[src/rtl/mem_access_ctrl.sv]
// Memory access sequencer: arbitrates fetch/data ports onto one memory bus and decodes PSW/EXC_RET/alignment.
// Optional MEM_TIMEOUT_EN: aborts a memory cycle with a fault after TIMEOUT cycles without mem_rdy_i.
module mem_access_ctrl #(
   parameter int              WORD     = 16,
   parameter logic [WORD-1:0] PSW_ADDR = 16'hFFFC,
   parameter logic [WORD-1:0] EXC_RET  = 16'hFFFF,
   parameter int              TIMEOUT  = 16
) (
   input  logic            clk_i,
   input  logic            rst_i,
   input  logic            if_req_i,
   input  logic [WORD-1:0] if_addr_i,
   output logic            if_ack_o,
   output logic [WORD-1:0] if_rdata_o,
   output logic            if_fault_o,
   output logic            exc_ret_o,
   input  logic            d_req_i,
   input  logic            d_we_i,
   input  logic            d_byte_i,
   input  logic [WORD-1:0] d_addr_i,
   input  logic [WORD-1:0] d_wdata_i,
   output logic            d_ack_o,
   output logic [WORD-1:0] d_rdata_o,
   output logic            d_fault_o,
   output logic            mem_en_o,
   output logic            mem_we_o,
   output logic [1:0]      mem_sel_o,
   output logic [WORD-1:0] mem_addr_o,
   output logic [WORD-1:0] mem_wdata_o,
   input  logic [WORD-1:0] mem_rdata_i,
   input  logic            mem_rdy_i,
   input  logic [WORD-1:0] psw_i,
   output logic            psw_we_o,
   output logic [WORD-1:0] psw_wdata_o
);

   typedef enum logic [1:0] {ST_IDLE, ST_MEM, ST_RESP} state_t;

   state_t          state_reg;
   logic            port_reg;   // 1 = data port owns the current access
   logic            byte_reg;
   logic            lane_reg;

   logic            sel_data;
   logic            req_any;
   logic [WORD-1:0] req_addr;
   logic            psw_hit;
   logic            dec_fault;
   logic            dec_exc;
   logic            dec_psw;
   logic            dec_mem;
   logic [1:0]      sel_mem;
   logic [WORD-1:0] wdata_mem;
   logic [WORD-1:0] rdata_fmt;
   logic            mem_tmo;

   if (TIMEOUT < 1) begin : g_timeout_check
      $error("TIMEOUT must be at least 1");
   end

   // Decode the request about to be granted so the grant edge already selects MEM or RESP.
   always_comb begin
      sel_data  = d_req_i;
      req_any   = d_req_i | if_req_i;
      req_addr  = sel_data ? d_addr_i : if_addr_i;
      psw_hit   = (req_addr[WORD-1:1] == PSW_ADDR[WORD-1:1]);
      dec_fault = 1'b0;
      dec_exc   = 1'b0;
      dec_psw   = 1'b0;
      if (sel_data) begin
         dec_fault = (!d_byte_i && req_addr[0]) || (psw_hit && d_byte_i);
         dec_psw   = psw_hit && !dec_fault;
      end else begin
         dec_exc   = (req_addr == EXC_RET);
         dec_fault = !dec_exc && (req_addr[0] || psw_hit);
      end
      dec_mem = !(dec_fault || dec_exc || dec_psw);

      if (!sel_data || !d_byte_i) begin
         sel_mem = 2'b11;
      end else begin
         sel_mem = req_addr[0] ? 2'b10 : 2'b01;
      end

      wdata_mem = '0;
      if (sel_data && d_we_i) begin
         wdata_mem = d_byte_i ? {2{d_wdata_i[7:0]}} : d_wdata_i;
      end
   end

   always_comb begin
      rdata_fmt = mem_rdata_i;
      if (byte_reg) begin
         rdata_fmt = {{(WORD-8){1'b0}}, lane_reg ? mem_rdata_i[WORD-1:WORD-8] : mem_rdata_i[7:0]};
      end
      if (mem_we_o) begin
         rdata_fmt = '0;
      end
   end

`ifdef MEM_TIMEOUT_EN
   localparam int             CW       = $clog2(TIMEOUT + 1);
   localparam logic [CW-1:0]  CNT_LAST = CW'(TIMEOUT - 1);

   logic [CW-1:0] wait_cnt_reg;

   // Held at zero outside MEM, so every memory cycle starts counting from zero.
   always_ff @(posedge clk_i) begin
      if (rst_i || state_reg != ST_MEM) begin
         wait_cnt_reg <= '0;
      end else begin
         wait_cnt_reg <= wait_cnt_reg + 1'b1;
      end
   end

   assign mem_tmo = !mem_rdy_i && (wait_cnt_reg == CNT_LAST);
`else
   assign mem_tmo = 1'b0;
`endif

   always_ff @(posedge clk_i) begin
      if (rst_i) begin
         state_reg   <= ST_IDLE;
         port_reg    <= 1'b0;
         byte_reg    <= 1'b0;
         lane_reg    <= 1'b0;
         if_ack_o    <= 1'b0;
         if_rdata_o  <= '0;
         if_fault_o  <= 1'b0;
         exc_ret_o   <= 1'b0;
         d_ack_o     <= 1'b0;
         d_rdata_o   <= '0;
         d_fault_o   <= 1'b0;
         mem_en_o    <= 1'b0;
         mem_we_o    <= 1'b0;
         mem_sel_o   <= 2'b00;
         mem_addr_o  <= '0;
         mem_wdata_o <= '0;
         psw_we_o    <= 1'b0;
         psw_wdata_o <= '0;
      end else begin
         // Response outputs are single-cycle pulses; only the RESP entry sets them.
         if_ack_o    <= 1'b0;
         if_rdata_o  <= '0;
         if_fault_o  <= 1'b0;
         exc_ret_o   <= 1'b0;
         d_ack_o     <= 1'b0;
         d_rdata_o   <= '0;
         d_fault_o   <= 1'b0;
         psw_we_o    <= 1'b0;
         psw_wdata_o <= '0;

         case (state_reg)
            ST_IDLE: begin
               if (req_any) begin
                  port_reg <= sel_data;
                  byte_reg <= sel_data & d_byte_i;
                  lane_reg <= req_addr[0];
                  if (dec_mem) begin
                     state_reg   <= ST_MEM;
                     mem_en_o    <= 1'b1;
                     mem_we_o    <= sel_data & d_we_i;
                     mem_sel_o   <= sel_mem;
                     mem_addr_o  <= req_addr;
                     mem_wdata_o <= wdata_mem;
                  end else begin
                     state_reg <= ST_RESP;
                     if (sel_data) begin
                        d_ack_o   <= 1'b1;
                        d_fault_o <= dec_fault;
                        if (dec_psw && d_we_i) begin
                           psw_we_o    <= 1'b1;
                           psw_wdata_o <= d_wdata_i;
                        end
                        if (dec_psw && !d_we_i) begin
                           d_rdata_o <= psw_i;
                        end
                     end else begin
                        if_ack_o   <= 1'b1;
                        if_fault_o <= dec_fault;
                        exc_ret_o  <= dec_exc;
                     end
                  end
               end
            end
            ST_MEM: begin
               if (mem_rdy_i || mem_tmo) begin
                  state_reg   <= ST_RESP;
                  mem_en_o    <= 1'b0;
                  mem_we_o    <= 1'b0;
                  mem_sel_o   <= 2'b00;
                  mem_addr_o  <= '0;
                  mem_wdata_o <= '0;
                  if (port_reg) begin
                     d_ack_o   <= 1'b1;
                     d_fault_o <= mem_tmo;
                     d_rdata_o <= mem_tmo ? '0 : rdata_fmt;
                  end else begin
                     if_ack_o   <= 1'b1;
                     if_fault_o <= mem_tmo;
                     if_rdata_o <= mem_tmo ? '0 : rdata_fmt;
                  end
               end
            end
            ST_RESP: state_reg <= ST_IDLE;
            default: state_reg <= ST_IDLE;
         endcase
      end
   end

endmodule

[config.mk]
export PLATFORM = sky130hd
export DESIGN_NAME = mem_access_ctrl
export DESIGN_NICKNAME = d
export VERILOG_FILES = /design/src/rtl/mem_access_ctrl.sv
export SDC_FILE = /design/constraint.sdc
export NUM_CORES = 1
export LEC_CHECK = 0
export CORE_MARGIN = 2
export CORE_UTILIZATION = 43
export CTS_BUF_LIST = sky130_fd_sc_hd__clkbuf_16
export DETAILED_ROUTE_END_ITERATION = 7
export GPL_TIMING_DRIVEN = 0
export PLACE_DENSITY_LB_ADDON = 0.2
export RECOVER_POWER = 50
export SKIP_CTS_REPAIR_TIMING = 1
export SLEW_MARGIN = 20
export SYNTH_ARGS = -nofsm -noshare
export SYNTH_HDL_FRONTEND = slang
export SYNTH_SLANG_ARGS = --single-unit
export TNS_END_PERCENT = 30
[constraint.sdc]
create_clock -name clk_i -period 5.35 [get_ports clk_i]
set_clock_uncertainty 0.15 [all_clocks]
set_input_delay 0.8025 -clock clk_i [delete_from_list [all_inputs] [get_ports clk_i]]
set_output_delay 0.8025 -clock clk_i [all_outputs]
set_load 0.02 [all_outputs]
==> PnR_summary.wiki <==
{| class="wikitable"
! Metric !! Value
|-
| Most used DFF post-synth || dfxtp_1
|-
| Number of detailed-routing iterations run before antenna repair || 4
|-
| Global-route total usage across every layer || 22.5%
|-
| Initial core utilization || 44.1%
|-
| Number of cell instances on the worst register-to-register path || 6
|-
| Proportion of register bits with asynchronous set or reset after synthesis || 0%
|-
| Global placement routability congestion || 0.878
|-
| Post-Synthesis Net Count || 430
|-
| Number of synthesized register bits || 95
|-
| Inserted Clock Buffers || 9
|-
| Rows || 33
|-
| YS warnings || 0
|-
| Critical Path RT || 5.48 ns
|-
| Detailed placer's ending HPWL || 7.96 mm
|-
| Xor and xnor area share after synthesis || 0%
|-
| Mapped Area || 0.00360 mm²
|-
| Crit path capture type || register
|-
| Port Buffers || 175
|-
| Leak Pwr || 2.51 nW
|-
| Clock Pin Slew Worst Setup and Hold Paths || 0.07 ns
|-
| Fraction of the mapped netlist area in adder cells || 0%
|-
| Worst Setup EP || psw_wdata_o[9]
|-
| Result of the run || finished, final reports clean
|-
| Sum of negative setup slack || 0 ns
|-
| Combinational family with the most area after synthesis || simple AND/OR/NAND/NOR gates
|-
| DRC viols || 0
|-
| Initial antenna violation count || 0
|-
| First-pass GRT wire length || 15.8 mm
|-
| Overall die area || 0.00913 mm²
|-
| Total global routing overflow || 0
|-
| Leading cell type in the layout, fill and taps excluded || dfxtp_1
|-
| Relative slew margins || 43.1%
|-
| Fraction of final layout cells with drive strength greater than 1 || 6.93%
|-
| Number of vias in the routed layout || 3307
|-
| Largest net degree at the start of global routing || 18
|-
| Post-detailed-route via-to-cell ratio || 5.18
|-
| Tightest Pin Transition || 0.853 ns
|-
| Signed area change from the synthesized netlist to the final layout || 60.1%
|-
| Share of synthesized area spent on multiplexers || 5.83%
|-
| Nets@finish || 616
|-
| Critical Path Fanout Max || 10
|-
| Peak clock frequency supported by timing || 0.341 GHz
|-
| Top library cells by usage in the layout, fill and taps aside || dfxtp_1 (95), clkdlybuf4s50_1 (90), dlygate4sd3_1 (85), and2_1 (28), o2bb2ai_1 (26)
|-
| Number of standard cells after synthesis || 343
|-
| Number of pins exceeding their max-slew limit in the final report || 0
|-
| Inserted Diodes || 0
|-
| WP data arrival || 3.06 ns
|-
| Iter 0 DRT Violations || 98
|-
| Launch instance of the worst register-to-register path || state_reg[0]
|-
| Hold Fails Final Rpt || 0
|-
| Kind of path behind the tightest hold check || reg -> reg
|-
| Die Wd || 95.5 µm
|-
| Kind of start point of the critical path || primary input
|-
| Worst setup path startpoint || d_req_i
|-
| Endpoint of the worst register-to-register path || d_rdata_o[12]
|-
| Clock tree from TritonCTS || built
|-
| Wire length per cell after detailed routing || 16.0 µm
|-
| Clock network latency to the later pin of the worst-skew pair || 0.33 ns
|-
| Fin crit period || 2.94 ns
|-
| Share of synthesized area occupied by flip-flops and latches || 52.8%
|-
| TritonCTS Sinks || 95
|-
| Setup repair after global routing missed its margin || false
|-
| Chip height || 95.5 µm
|-
| Number of synthesized flops with an enable pin || 0
|-
| Power per cell area || 283 mW/mm²
|-
| Maximum root-to-sink buffer count || 2
|-
| Path type of the worst setup path || in -> reg
|-
| Root cell of the clock tree || clkbuf_16
|-
| Overall power after layout || 0.00163 W
|-
| Number of nets with antenna violations after routing || 0
|-
| Flop-to-flop setup slack || 3.16 ns
|-
| WL final || 10.2 mm
|-
| Maximum ir drop on the vdd rail || 0.000207 V
|-
| CTS HTree Levels || 3
|-
| Area fraction in and, or, nand and nor cells after synthesis || 19.3%
|-
| Post-synthesis cell type count || 50
|-
| Number of top-level design ports || 177
|-
| Post-synthesis area per instance || 10.5 µm²
|-
| Endpoints failing setup || 0
|-
| Number of max-cap violations || 0
|-
| Area fraction in compound gates after synthesis || 18.6%
|-
| Area of the placeable core || 0.00818 mm²
|-
| Final Cycle Share || 54.9%
|-
| Via count of the first global-routing pass || 3212
|}
==> cells by family (layout without fill, tap and decap cells) <==
| family | after synthesis | after routing |
|---|---|---|
| simple gates | 119 | 119 |
| mux | 21 | 21 |
| flops | 95 | 95 |
| buf+inv | 23 | 214 |
| compound gates | 85 | 85 |
==> worst max-delay path, stage by stage <==
cell and delay, ns:
clkdlybuf4s50_1 0.49, buf_6 0.14, nand4_1 0.14, nor3_2 0.41, o22ai_2 0.17, nor4_4 0.57, buf_6 0.21, and2_1 0.13
==> stage by stage <==
stage | hold WS (ns) | cell area [µm²] | util [%] | instances | worst slack, ns
4_1_cts | 0.318 | 5770 | 70.6 | 639 | 2.39
5_1_grt | 0.332 | 5770 | 70.6 | 639 | 2.27
2_1_floorplan | 0.294 | 3600 | - | 343 | 2.93
6_report | 0.308 | 5770 | 70.6 | 639 | 2.41
3_5_place_dp | 0.296 | 5490 | 67.1 | 623 | 2.04
3_3_place_gp | 0.294 | 5490 | 67.1 | 623 | 2.17
==> power by group <==
part	total (W)	switching, W	internal, W
combinational	0.000279	0.000141	0.000138
clock	0.000601	0.000280	0.000321
sequential	0.000754	0.0000160	0.000738
==> per-layer routing <==
layer	GRT usage (%)	up-vias	share of wire [%]
li1	-	1633	-
met1	27.1	1528	41
met3	5.77	14	7.6
met4	8.10	0	1.5
met5	0	-	0
met2	38.5	132	49
==> cell usage after synthesis (2+ instances only) <==
cell type	number	share of area, %
a211oi_1	2	0.42
a21oi_1	14	1.9
a22o_1	8	1.9
a22oi_1	16	3.3
and2_1	28	4.9
and3_1	9	1.6
buf_2	5	0.69
buf_4	3	0.62
buf_6	3	0.94
clkbuf_1	11	1.1
dfxtp_1	95	53
mux2i_1	21	5.8
nand2_1	18	1.9
nand2b_1	2	0.35
nand3_1	11	1.5
nand4_1	4	0.69
nor2_1	24	2.5
nor2b_1	3	0.52
nor3_1	3	0.42
nor3b_1	2	0.42
nor4b_1	2	0.49
o21ai_0	2	0.28
o221ai_1	3	0.73
o22ai_1	2	0.35
o2bb2ai_1	26	6.3
or3_1	2	0.35
==> how the worst min path moves through the flow <==
stage / cells past startpoint / from / slack [ns] / to
floorplan: 2 / port_reg / 0.29 / port_reg
global placement: 1 / mem_addr_o[13] / 0.29 / mem_addr_o[13]
detailed placement: 1 / mem_addr_o[1] / 0.30 / mem_addr_o[1]
CTS: 1 / mem_wdata_o[9] / 0.32 / mem_wdata_o[9]
global route: 1 / mem_addr_o[7] / 0.33 / mem_addr_o[7]
finish: 1 / mem_wdata_o[13] / 0.31 / mem_wdata_o[13]
==> area by class of cell <==
type | instances | area, µm²
clock inverter | 7 | 58.8
sequential | 95 | 1900
fill | 642 | 2410
multi-input combinational | 225 | 1580
tap | 105 | 131
timing repair buffer | 175 | 1750
buffer | 23 | 125
clock buffer | 9 | 225
Power figures use the tool's default switching activity.
